`src/rtl/ms_delay_countdown.sv`:
```
// ms_delay_countdown: millisecond delay counter on the consumer side of the 1 ms tick interface.
// It drives the tick generator's TimerEnable and counts Tick pulses down from DelayMs.
// When the delay expires it emits a single-cycle Done pulse.
// Optional macro DELAY_PERIODIC_EN adds a Periodic input that makes the delay reload on expiry.
module ms_delay_countdown #(
    parameter int unsigned WIDTH = 16
) (
    input  logic             Clk,
    input  logic             Rst,
    input  logic             Start,
    input  logic             Abort,
    input  logic [WIDTH-1:0] DelayMs,
    input  logic             Tick,
`ifdef DELAY_PERIODIC_EN
    input  logic             Periodic,
`endif
    output logic             TimerEnable,
    output logic             Busy,
    output logic             Done,
    output logic [WIDTH-1:0] Remaining
);

    typedef enum logic [1:0] {
        StIdle,
        StSync,
        StRun
    } state_e;

    state_e           state_q, state_d;
    logic [WIDTH-1:0] rem_q, rem_d;
    logic             done_q, done_d;
    logic             done_ev;
    logic             en_q, busy_q;
    logic             reload_ok;

    // On expiry, a nonzero DelayMs lets the periodic mode keep running without a SYNC cycle.
`ifdef DELAY_PERIODIC_EN
    assign reload_ok = Periodic && (DelayMs != '0);
`else
    assign reload_ok = 1'b0;
`endif

    // Next-state, remaining count and Done decision; priority is Abort > Start > Tick.
    always_comb begin
        state_d = state_q;
        rem_d   = rem_q;
        done_ev = 1'b0;
        if ((state_q != StIdle) && Abort) begin
            state_d = StIdle;
            rem_d   = '0;
        end else if (Start) begin
            if (DelayMs == '0) begin
                state_d = StIdle;
                rem_d   = '0;
                done_ev = 1'b1;
            end else begin
                state_d = StSync;
                rem_d   = DelayMs;
            end
        end else begin
            unique case (state_q)
                StSync: state_d = StRun;
                StRun: begin
                    if (Tick) begin
                        if (rem_q > WIDTH'(1)) begin
                            rem_d = rem_q - WIDTH'(1);
                        end else begin
                            done_ev = 1'b1;
                            if (reload_ok) begin
                                rem_d = DelayMs;
                            end else begin
                                state_d = StIdle;
                                rem_d   = '0;
                            end
                        end
                    end
                end
                default: ;
            endcase
        end
        // Done must never be high for two consecutive cycles.
        done_d = done_ev && !done_q;
    end

    // State and registered outputs.
    always_ff @(posedge Clk) begin
        if (Rst) begin
            state_q <= StIdle;
            rem_q   <= '0;
            done_q  <= 1'b0;
            en_q    <= 1'b0;
            busy_q  <= 1'b0;
        end else begin
            state_q <= state_d;
            rem_q   <= rem_d;
            done_q  <= done_d;
            en_q    <= (state_d == StRun);
            busy_q  <= (state_d != StIdle);
        end
    end

    assign TimerEnable = en_q;
    assign Busy        = busy_q;
    assign Done        = done_q;
    assign Remaining   = rem_q;

endmodule

```
`config.mk`:
```
export PLATFORM = sky130hd
export DESIGN_NAME = ms_delay_countdown
export DESIGN_NICKNAME = d
export VERILOG_FILES = /design/src/rtl/ms_delay_countdown.sv
export SDC_FILE = /design/constraint.sdc
export NUM_CORES = 1
export LEC_CHECK = 0
export CELL_PAD_IN_SITES_DETAIL_PLACEMENT = 1
export CELL_PAD_IN_SITES_GLOBAL_PLACEMENT = 1
export CORE_MARGIN = 5
export CORE_UTILIZATION = 34
export CTS_CLUSTER_DIAMETER = 100
export CTS_CLUSTER_SIZE = 40
export DETAILED_ROUTE_END_ITERATION = 16
export HOLD_SLACK_MARGIN = 0.06
export PLACE_DENSITY = 0.76
export SYNTH_ARGS = -nofsm -noshare
export SYNTH_HDL_FRONTEND = slang
export SYNTH_SLANG_ARGS = --single-unit
```
`constraint.sdc`:
```
create_clock -name Clk -period 2.1 [get_ports Clk]
set_clock_uncertainty 0.1 [all_clocks]
set_input_delay 0.315 -clock Clk [delete_from_list [all_inputs] [get_ports Clk]]
set_output_delay 0.315 -clock Clk [all_outputs]
set_load 0.02 [all_outputs]
```
==> results.toml <==
[logic_synthesis]
ys_seq_area_share_pct = 29.34
netlist_instances = 181
synth_edf_count = 0
synth-async-reset-ratio_pct = 0
ys_top_cells_by_area = "dfxtp_1 (29%), a21oi_1 (5.9%), ha_1 (5.2%), o21ai_0 (5.2%), nor2_1 (3.9%)"
yosysWarnings = 0
synth_nets = 208
synth.distinct_cells = 46
synth_top_area_share_pct = 29.34
yosysTopAreaCell = "dfxtp_1"
synth_ff_type = "dfxtp_1"
ys_ff_latch = 21
syn_area_per_cell_sq_um = 7.915
synth_area_sq_um = 1433

[critical_path]
endpoint_kind = "register"
worstPathArrival_ps = 2080
startpoint_type = "register"
path_cells = "or4_1, nor2_4, nand3_1, o21ai_1, nor2_1"
startpoint = "Remaining[3]"
max_stage_delay_ps = 630
path_max_fanout = 6
slowest_stage = "or4_1"
worst-path-buf-inv = 0
regToRegStartpoint = "Remaining[3]"
crit_required_ps = 2150
crit_family = "simple AND/OR/NAND/NOR gates"
worstSetupPathType = "register to register"

[final_layout]
final_cells = 290
syn_to_final_growth_pct = 46.81
design_area_sq_um = 2103
nNetsFinal = 268
drive_above_1_share_pct = 17.08
diodes = 0
final_core_utilization_pct = 52.21

[route]
ant_nets = 0
finalWirelength_um = 5518
wl_met1_um = 2383
dr.max_layer_used = "met4"
wl_met2_um = 2707
viasPerCell = 5.776
drtPass1Iterations = 5
wl_met3_um = 320
vias = 1675
routedWlPerCell_um = 19.03
drc_errors = 0
drt-initial-drc-count = 128

[clock_tree]
cts.path.max_buffers = 2
cts_sinks = 21
cts_made_buffers = 3
cts_root_buf = "clkbuf_8"
ctsHtreeMaxLevel = 1
insertion_delay_ps = 270
cts_tree = "done"
clkTransAtPathRegs_ps = 80

[pwr]
power_mw = 1.227
ir_drop_v = 0.0002606
p_per_area_nw_per_um2 = 583.2
power.leakage_nw = 0.8248

[global_routing]
antenna_found_initial = 0
grt_overflow = 0
grt_pass1_vias = 1876
grt_usage_pct = 20.79
grt_first_pass_wirelength_um = 8963
grt_max_degree = 23

[die]
start_util_pct = 35.56
core_sq_um = 4029
die_y_um = 74.91
ios = 40
die_w_um = 74.91
dieArea_sq_um = 5612
rows = 23

[run]
max_cap_viol_count = 0

[sta]
relSlewSlack_pct = 71.87
worst_slew_pin_slew_ps = 411.3
report.final.slew_viol_count = 0
hold_viol_final = 0
fmax_ghz = 0.4943
fin_ws_ps = 76.84
rsz0062_at_grt = "no"
min_period_over_period_pct = 96.34
period_needed_ps = 2023
setup_viol = 0

[place]
routabilityCongestion = 0.8582
placedInstanceArea_sq_um = 2021
port-buffer-count = 39
dp_worst_setup_slack_ps = -52.23
detailedPlacementHpwl_um = 4361
dp_cells = 285

[hold_path]
hold_start = "Done"
hp-class = "register to register"

[status]
status = "finished, final reports clean"
-- sequential cells by signal, summed over array words and instances (netlist names) --
name and cells:
Busy 1, Remaining 16, Done 1, TimerEnable 1, state_q 2
-- placed cells by master, fill, tap and decap left out, types with 2 or more instances in the layout --
| master | instances |
|---|---|
| clkdlybuf4s50_1 | 39 |
| buf_4 | 21 |
| dfxtp_1 | 20 |
| a21oi_1 | 17 |
| nor2_1 | 15 |
| o21ai_0 | 15 |
| inv_1 | 14 |
| nand2_1 | 14 |
| nand3_1 | 7 |
| ha_1 | 6 |
| nor3_1 | 5 |
| a211oi_1 | 4 |
| nor4_1 | 4 |
| nor4_2 | 3 |
| a21o_1 | 3 |
| a221oi_1 | 3 |
| or3_1 | 3 |
| nand4_1 | 3 |
| xnor2_1 | 3 |
| clkbuf_8 | 3 |
| or4_1 | 2 |
| and2_1 | 2 |
| nor3b_2 | 2 |
| xor2_1 | 2 |
| nor3_2 | 2 |
| nand2b_1 | 2 |
| a221oi_2 | 2 |
| o211ai_1 | 2 |
-- area by class of cell --
cell class / instances / area, sq um
Fill cell: 494 / 1926
Sequential cell: 21 / 421.7
Tap cell: 50 / 62.56
Inverter: 14 / 52.55
Multi-Input combinational cell: 140 / 953.4
Clock buffer: 4 / 45.04
Timing Repair Buffer: 61 / 568.0
-- routing by layer --
layer	up-vias	global-route usage [%]
li1	784	-
met1	801	25.67
met2	75	36.07
met3	15	3.204
met4	0	8.103
met5	-	0
-- cells in the mapped netlist (4+ instances only) --
master and number:
a211oi_1 5, a21oi_1 17, a221oi_1 5, clkbuf_1 4, dfxtp_1 21, ha_1 6
inv_1 14, nand2_1 14, nand3_1 7, nor2_1 15, nor3_1 5, nor4_1 5
o21ai_0 15
-- worst paths after layout --
| path | depth (start not counted) | slack (ps) | end |
|---|---|---|---|
| worst max-delay path | 5 | 80 | TimerEnable |
| worst max register to register | 5 | 80 | TimerEnable |
| worst min register to register | 1 | 350 | Done |
| worst min-delay path | 1 | 350 | Done |
-- repair_timing --
action,in CTS,in global routing
setup endpoints to repair,0,4
hold buffers,0,0
setup buffers,0,1
resized for setup,0,6
-- power breakdown --
part / leakage [nW] / internal (mW) / switching (mW)
Sequential: 0.173 / 0.427 / 0.0357
Combinational: 0.629 / 0.223 / 0.260
Clock: 0.0228 / 0.136 / 0.145
-- metrics by stage --
step	hold WS (ps)	TNS, ps
2_1_floorplan	351.0	0
3_3_place_gp	325.2	0
3_5_place_dp	333.2	-52.23
4_1_cts	347.9	0
5_1_grt	363.7	0
6_report	345.1	0
-- logic make-up after synthesis --
kind of cell / count (synthesis) / synth area share [%]
xor gates and xnor gates: 5 / 3.057
buffers and inverters: 20 / 6.113
AOI/OAI and AO/OA: 57 / 25.85
and+or+nand+nor: 71 / 29.69
muxes: 1 / 0.6987
adders and majority gates: 6 / 5.240
DFF: 21 / 29.34
Power figures use the tool's default switching activity.
